$ cat config.mk
export PLATFORM = sky130hd
export DESIGN_NAME = alu_pipe_issue_ctrl_flat
export DESIGN_NICKNAME = d
export VERILOG_FILES = /design/src/rtl/alu_pipe_pkg.sv /design/src/rtl/alu_pipe_issue_ctrl_if.sv /design/src/rtl/alu_pipe_scoreboard.sv /design/src/rtl/alu_pipe_issue_ctrl.sv /design/src/flat_wrapper.sv
export SDC_FILE = /design/constraint.sdc
export NUM_CORES = 1
export LEC_CHECK = 0
export CAP_MARGIN = 10
export CORE_UTILIZATION = 54
export DETAILED_ROUTE_END_ITERATION = 6
export PLACE_DENSITY = 0.94
export SYNTH_ARGS = -nofsm -noshare
export SYNTH_HDL_FRONTEND = slang
export SYNTH_HIERARCHICAL = 1
export SYNTH_SLANG_ARGS = --single-unit
export TNS_END_PERCENT = 5
$ cat constraint.sdc
create_clock -name clk -period 9.05 [get_ports clk]
set_clock_uncertainty 0.05 [all_clocks]
set_input_delay 2.2625 -clock clk [delete_from_list [all_inputs] [get_ports clk]]
set_output_delay 2.2625 -clock clk [all_outputs]
set_load 0.02 [all_outputs]
$ cat src/rtl/alu_pipe_pkg.sv
// Shared types, opcode constants and decode helpers
// for the pipelined ALU issue controller.
package alu_pipe_pkg;

   localparam int REG_W  = 4;
   localparam int ADDR_W = 8;
   localparam int OPR_W  = 4;

   typedef logic [REG_W-1:0]  reg_t;
   typedef logic [ADDR_W-1:0] addr_t;
   typedef logic [OPR_W-1:0]  opr_t;

   localparam opr_t OP_ADD  = 4'b0000;
   localparam opr_t OP_SUB  = 4'b0001;
   localparam opr_t OP_AND  = 4'b0010;
   localparam opr_t OP_NOTA = 4'b0011;
   localparam opr_t OP_NOTB = 4'b0100;
   localparam opr_t OP_OR   = 4'b0101;
   localparam opr_t OP_XOR  = 4'b0110;
   localparam opr_t OP_CMP  = 4'b0111;
   localparam opr_t OP_INCA = 4'b1000;
   localparam opr_t OP_INCB = 4'b1001;
   localparam opr_t OP_SHR  = 4'b1010;
   localparam opr_t OP_SHL  = 4'b1011;

   typedef struct packed {
      reg_t  s1;
      reg_t  s2;
      reg_t  rd;
      opr_t  opr;
      addr_t addr;
   } op_t;

   function automatic logic is_legal(input opr_t opr);
      return opr <= OP_SHL;
   endfunction

   function automatic logic uses_a(input opr_t opr);
      case (opr)
         OP_NOTB, OP_INCB: return 1'b0;
         default:          return is_legal(opr);
      endcase
   endfunction

   function automatic logic uses_b(input opr_t opr);
      case (opr)
         OP_NOTA, OP_INCA,
         OP_SHR, OP_SHL:   return 1'b0;
         default:          return is_legal(opr);
      endcase
   endfunction

endpackage

$ cat src/rtl/alu_pipe_issue_ctrl_if.sv
// Upstream op handshake and issue bus
// of the ALU issue controller.
interface alu_pipe_issue_ctrl_if;
   import alu_pipe_pkg::*;

   logic  in_valid;
   logic  in_ready;
   reg_t  in_s1;
   reg_t  in_s2;
   reg_t  in_rd;
   opr_t  in_opr;
   addr_t in_addr;

   logic  iss_valid;
   reg_t  iss_s1;
   reg_t  iss_s2;
   reg_t  iss_rd;
   opr_t  iss_opr;
   addr_t iss_addr;

   modport master (
      output in_valid, in_s1, in_s2, in_rd, in_opr, in_addr,
      input  in_ready,
      input  iss_valid, iss_s1, iss_s2, iss_rd, iss_opr, iss_addr
   );

   modport slave (
      input  in_valid, in_s1, in_s2, in_rd, in_opr, in_addr,
      output in_ready,
      output iss_valid, iss_s1, iss_s2, iss_rd, iss_opr, iss_addr
   );

endinterface

$ cat src/rtl/alu_pipe_scoreboard.sv
// In-flight destination tracker: a WB_LATENCY-deep shift
// register of {valid, rd} that flags RAW hazards.
module alu_pipe_scoreboard
   import alu_pipe_pkg::*;
#(
   parameter int WB_LATENCY = 3
) (
   input  logic clk,
   input  logic rst,
   input  logic issue_en,
   input  reg_t rd,
   input  reg_t s1,
   input  logic use_a,
   input  reg_t s2,
   input  logic use_b,
   output logic hazard,
   output logic any_valid
);

   logic [WB_LATENCY-1:0] v_q;
   reg_t                  rd_q [WB_LATENCY];

   always_ff @(posedge clk or posedge rst) begin
      if (rst) begin
         v_q <= '0;
         for (int i = 0; i < WB_LATENCY; i++) rd_q[i] <= '0;
      end else begin
         v_q[0]  <= issue_en;
         rd_q[0] <= rd;
         for (int i = 1; i < WB_LATENCY; i++) begin
            v_q[i]  <= v_q[i-1];
            rd_q[i] <= rd_q[i-1];
         end
      end
   end

   // The last slot retires at the coming edge, so its write is
   // already visible to a stage-1 read and cannot block.
   always_comb begin
      hazard = 1'b0;
      for (int i = 0; i < WB_LATENCY - 1; i++) begin
         if (v_q[i] && ((use_a && rd_q[i] == s1) ||
                        (use_b && rd_q[i] == s2)))
            hazard = 1'b1;
      end
   end

   assign any_valid = |v_q;

endmodule

$ cat src/rtl/alu_pipe_issue_ctrl.sv
// In-order issue controller: single-entry head register,
// RAW hazard hold-off, illegal-op drop and statistics.
module alu_pipe_issue_ctrl
   import alu_pipe_pkg::*;
#(
   parameter int WB_LATENCY = 3,
   parameter int CNT_W      = 16
) (
   input  logic                 clk,
   input  logic                 rst,
   alu_pipe_issue_ctrl_if.slave bus,
   input  logic                 flush,
   output logic                 busy,
   output logic                 err_illegal,
   output logic [CNT_W-1:0]     issue_cnt,
   output logic [CNT_W-1:0]     stall_cnt
);

   op_t  head_q;
   logic head_v;
   op_t  iss_q;
   logic iss_v;
   op_t  in_op;

   logic legal;
   logic use_a;
   logic use_b;
   logic hazard;
   logic sb_any;
   logic issue;
   logic drop;
   logic stall;
   logic accept;

   assign in_op = '{s1:   bus.in_s1,
                    s2:   bus.in_s2,
                    rd:   bus.in_rd,
                    opr:  bus.in_opr,
                    addr: bus.in_addr};

   assign legal = is_legal(head_q.opr);
   assign use_a = uses_a(head_q.opr);
   assign use_b = uses_b(head_q.opr);

   assign issue = head_v && legal && !hazard && !flush;
   assign drop  = head_v && !legal;
   assign stall = head_v && legal && hazard && !flush;

   assign bus.in_ready = !rst && !flush &&
                         (!head_v || issue || drop);
   assign accept       = bus.in_valid && bus.in_ready;
   assign busy         = head_v || sb_any;

   alu_pipe_scoreboard #(
      .WB_LATENCY (WB_LATENCY)
   ) u_sb (
      .clk       (clk),
      .rst       (rst),
      .issue_en  (issue),
      .rd        (head_q.rd),
      .s1        (head_q.s1),
      .use_a     (use_a),
      .s2        (head_q.s2),
      .use_b     (use_b),
      .hazard    (hazard),
      .any_valid (sb_any)
   );

   always_ff @(posedge clk or posedge rst) begin
      if (rst) begin
         head_v <= 1'b0;
         head_q <= '0;
      end else if (accept) begin
         head_v <= 1'b1;
         head_q <= in_op;
      end else if (flush || issue || drop) begin
         head_v <= 1'b0;
      end
   end

   always_ff @(posedge clk or posedge rst) begin
      if (rst) begin
         iss_v <= 1'b0;
         iss_q <= '0;
      end else begin
         iss_v <= issue;
         if (issue) iss_q <= head_q;
      end
   end

   always_ff @(posedge clk or posedge rst) begin
      if (rst) begin
         err_illegal <= 1'b0;
         issue_cnt   <= '0;
         stall_cnt   <= '0;
      end else begin
         if (drop) err_illegal <= 1'b1;
         if (issue && issue_cnt != '1)
            issue_cnt <= issue_cnt + 1'b1;
         if (stall && stall_cnt != '1)
            stall_cnt <= stall_cnt + 1'b1;
      end
   end

   assign bus.iss_valid = iss_v;
   assign bus.iss_s1    = iss_q.s1;
   assign bus.iss_s2    = iss_q.s2;
   assign bus.iss_rd    = iss_q.rd;
   assign bus.iss_opr   = iss_q.opr;
   assign bus.iss_addr  = iss_q.addr;

endmodule

$ cat src/flat_wrapper.sv
// flat-port wrapper written by rule: the top's interface ports become plain ports
module alu_pipe_issue_ctrl_flat import alu_pipe_pkg::*;
#(
   parameter int WB_LATENCY = 3,
   parameter int CNT_W      = 16
)
  (clk, rst, flush, busy, err_illegal, issue_cnt, stall_cnt, bus_in_valid, bus_in_s1, bus_in_s2, bus_in_rd, bus_in_opr, bus_in_addr, bus_in_ready, bus_iss_valid, bus_iss_s1, bus_iss_s2, bus_iss_rd, bus_iss_opr, bus_iss_addr);
  alu_pipe_issue_ctrl_if bus_i ();
  input  logic clk;
  input  logic rst;
  input  logic flush;
  output logic busy;
  output logic err_illegal;
  output logic [CNT_W-1:0] issue_cnt;
  output logic [CNT_W-1:0] stall_cnt;
  input wire logic [$bits(bus_i.in_valid)-1:0] bus_in_valid;
  input wire logic [$bits(bus_i.in_s1)-1:0] bus_in_s1;
  input wire logic [$bits(bus_i.in_s2)-1:0] bus_in_s2;
  input wire logic [$bits(bus_i.in_rd)-1:0] bus_in_rd;
  input wire logic [$bits(bus_i.in_opr)-1:0] bus_in_opr;
  input wire logic [$bits(bus_i.in_addr)-1:0] bus_in_addr;
  output wire logic [$bits(bus_i.in_ready)-1:0] bus_in_ready;
  output wire logic [$bits(bus_i.iss_valid)-1:0] bus_iss_valid;
  output wire logic [$bits(bus_i.iss_s1)-1:0] bus_iss_s1;
  output wire logic [$bits(bus_i.iss_s2)-1:0] bus_iss_s2;
  output wire logic [$bits(bus_i.iss_rd)-1:0] bus_iss_rd;
  output wire logic [$bits(bus_i.iss_opr)-1:0] bus_iss_opr;
  output wire logic [$bits(bus_i.iss_addr)-1:0] bus_iss_addr;
  assign bus_i.in_valid = bus_in_valid;
  assign bus_i.in_s1 = bus_in_s1;
  assign bus_i.in_s2 = bus_in_s2;
  assign bus_i.in_rd = bus_in_rd;
  assign bus_i.in_opr = bus_in_opr;
  assign bus_i.in_addr = bus_in_addr;
  assign bus_in_ready = bus_i.in_ready;
  assign bus_iss_valid = bus_i.iss_valid;
  assign bus_iss_s1 = bus_i.iss_s1;
  assign bus_iss_s2 = bus_i.iss_s2;
  assign bus_iss_rd = bus_i.iss_rd;
  assign bus_iss_opr = bus_i.iss_opr;
  assign bus_iss_addr = bus_i.iss_addr;
  alu_pipe_issue_ctrl #(.WB_LATENCY(WB_LATENCY), .CNT_W(CNT_W)) u_core (.clk(clk), .rst(rst), .bus(bus_i), .flush(flush), .busy(busy), .err_illegal(err_illegal), .issue_cnt(issue_cnt), .stall_cnt(stall_cnt));
endmodule
==> metrics.md <==
| Metric | Value |
|---|---|
| Critical path class | in2out |
| Via count | 2970 |
| Sequential power share | 49.7% |
| Most instantiated library cell after synthesis | dfrtp_1 |
| Post-synth ARST share | 100% |
| DP HPWL | 5990 um |
| CTS Root Buffer Type | clkbuf_8 |
| Clk sink count | 94 |
| Rel. slew slack | between 20% and 30% |
| Worst hold path depth | 0 |
| WL per Instance | 16.0 um |
| I/O Buffers | 87 |
| #FFs+latches synth | 94 |
| Fin crit period | 6.06 ns |
| Slowest stage delay, CP | 0.61 ns |
| Core area | 0.00721 mm2 |
| Max_cap viols | 0 |
| Switch Pwr | 0.362 mW |
| Post-synth top area share | 58.4% |
| P_int | 0.776 mW |
| Number of global-route vias before repair | 2852 |
| Final period utilization | 66.9% |
| Mapped cell area | roughly 0.004 mm2 |
| Fin Hold WS | around 0.35 ns |
| First-pass GRT wire length | 14200 um |
| PnR Total Power | 1.14 mW |
| Die Span X | 88.4 um |
| FF/Latch Area | approximately 0.0024 mm2 |
| Ys Warns | 6 |
| Area post-placement | approximately 0.0050 mm2 |
| RSZ-0062 raised after global routing | false |
| CTS tree | done |
| Final Max Slew Viols | 0 |
| Multi-input gate area | 0.00161 mm2 |
| Avg Inst Size Synth | 11.5 um2 |
| Outcome | finished clean |
| All-layer global routing usage | 24.0% |
| Largest net degree at the start of global routing | 84 |
| Num rows | 31 |
| Fraction of layout cells with a size suffix above 1 | 12.1% |
| Total Wirelength | slightly below 9000 um |
| Synthesized Nets | 381 |
| Post-synthesis sequential area ratio | 58.4% |
| Worst R2R Path Depth | 9 |
| Setup TNS Final | 0 ns |
| Mapped Cells | 351 |
| Power share of the combinational group | 25.9% |
| Post-synth top cells | dfrtp_1, nand2_1, mux2_2 |
| Diodes inserted | 0 |
| Post-CTS Setup Inserts | 0 |
| Starting Density | between 50% and 60% |
| Total CTS buffers | 9 |
| Clock share of power | 24.5% |
| Post-DRT Antenna Nets | 0 |
| Post-cts resize count | 0 |
| Ports | 88 |
| Initial antenna violation count | 0 |
| Area growth from synthesis to layout | 28.9% |
| Highest Clock Rate | 165 MHz |
| Critical path buffer and inverter count | 2 |
| # DRC | 0 |
| Hold Buf Count CTS | 0 |
| Critical path data required time | ~6.7 ns |
| Initial drt markers | 149 |
| Net Sw Frac | a little under a third |
| Global route total overflow | 0 |
| CP max-delay cell | clkdlybuf4s50_1 |
| Final hold viol count | 0 |
| CTS H-tree depth | 3 |
| Finished Cell Area | 0.00519 mm2 |
| Fill cells | 523 |
| PwrDens | 219 mW/mm2 |
| Final RePlAce weighted congestion | 0.882 |
| Most used cell, CP | clkdlybuf4s50_1 |
| Fin nets | 473 |
| Clock slew at reported path FFs | 0.09 ns |
| Worst setup EP type | output port |
| Pleak | ~2.3 nW |
| Top cells by area, synth | dfrtp_1, mux2_2, nand2_1 |
| Critical path, cell by cell | clkdlybuf4s50_1 -> nor2_1 -> o21a_1 -> clkdlybuf4s50_1 |
| Die Footprint | between 0.007 and 0.008 mm2 |
| Ys flop type | dfrtp_1 |
| Drt pass-1 iters | 4 |
| # setup viols final | 0 |
| Maximum clock path buffer count | 2 |
| Worst-skew pair later-pin latency | 0.35 ns |
| Critical Path Stages | 4 |
| CP top delay family | buffers and inverters |
| Critical-path maximum fanout | 7 |
| EDFF count, synth | 0 |
| Worst hold path type | reg2reg |
| Die Ht | just under 90 um |
| Critical Path Source Type | input port |
| Vias/cell | 5.43 |
| Critical path arrival | roughly 3.7 ns |
| Synth unique cells | 34 |
| Slew @ Worst Pin | 1.11 ns |
| Yosys top cell by area | dfrtp_1 |
| Peak VDD IR | 0.155 mV |
[layout make-up]
class,count,area share (%)
flip-flops and latches,94,45.3
multi-input cells,243,31.0
repair buffers,89,17.1
clock buffers,9,2.39
well taps,99,2.39
clock inverters,7,1.42
inverters,6,0.458
[registers in the layout (all words and copies together) (netlist names)]
signal	count
u_core/bus.iss_addr	8
u_core/bus.iss_opr	4
u_core/bus.iss_rd	4
u_core/bus.iss_s1	4
u_core/bus.iss_s2	4
u_core/bus.iss_valid	1
u_core/err_illegal	1
u_core/head_q	24
u_core/head_v	1
u_core/issue_cnt	16
u_core/stall_cnt	16
u_core/u_sb/rd_q	8
u_core/u_sb/v_q	3
[layout by cell type, fill, tap and decap left out, types with 2 or more instances in the layout]
cell type and count:
clkbuf_8 9, clkinv_4 2, nor2_1 3, o21ai_0 2, nand4_1 18, clkdlybuf4s50_1 87, inv_1 5, or3_1 2
buf_4 2, and3_1 11, xor2_1 19, and4_1 5, nand3_1 11, mux2i_1 2, nand2_1 81, clkinv_2 3
ha_1 2, a31o_2 2, mux2_2 27, nor3_1 10, or2_2 2, nor4_2 2, dfrtp_1 94, nor4_1 2
xnor2_1 23, o211ai_1 5, and2_1 3, o21a_1 3
[cell families (layout without fill, tap and decap cells)]
family / Yosys count / count (layout) / synth area share [%]
AOI/OAI and AO/OA: 16 / 16 / 3.14
DFF: 94 / 94 / 58.4
buffers and inverters: 14 / 111 / 1.65
muxes: 29 / 29 / 8.05
adders and majority gates: 2 / 2 / 0.621
xor gates and xnor gates: 42 / 42 / 9.14
and+or+nand+nor: 154 / 154 / 19.0
[power by group through the flow]
stage	Combinational (mW)	Clock (mW)	Sequential [mW]
after floorplan	0.102	0	0.619
after global placement	0.287	0	0.569
after detailed placement	0.296	0	0.573
after CTS	0.297	0.285	0.566
after global routing	0.319	0.303	0.577
final	0.294	0.278	0.565
[stage by stage]
| step | utilization [%] | std cells | setup slack, ns |
|---|---|---|---|
| after CTS | 72.0 | 547 | 3.00 |
| after floorplan | - | 351 | 4.16 |
| after global placement | 69.2 | 531 | 3.05 |
| after global routing | 72.0 | 547 | 2.92 |
| after detailed placement | 69.2 | 531 | 3.00 |
| final | 72.0 | 547 | 2.99 |
[final timing paths]
| path | slack [ns] | end | from |
|---|---|---|---|
| max | 2.99 | bus_in_ready | flush |
| min | 0.35 | u_core/u_sb/rd_q[11] | u_core/head_q[15] |
| max reg2reg | 6.04 | u_core/head_q[21] | u_core/head_q[11] |
| min reg2reg | 0.35 | u_core/u_sb/rd_q[11] | u_core/head_q[15] |
| max in group asynchronous | 5.71 | u_core/head_q[1] | rst |
| min in group asynchronous | 2.27 | u_core/u_sb/v_q[2] | rst |
[metal layers]
| layer | vias to the layer above | track usage (%) | part of all wire, % |
|---|---|---|---|
| met2 | 92 | 40.6 | 51 |
| li1 | 1393 | - | - |
| met1 | 1472 | 31.3 | 43 |
| met3 | 13 | 5.32 | 4.9 |
| met4 | 0 | 7.33 | 1.4 |
| met5 | - | 0 | 0 |
(Power assumes the default switching activity.)
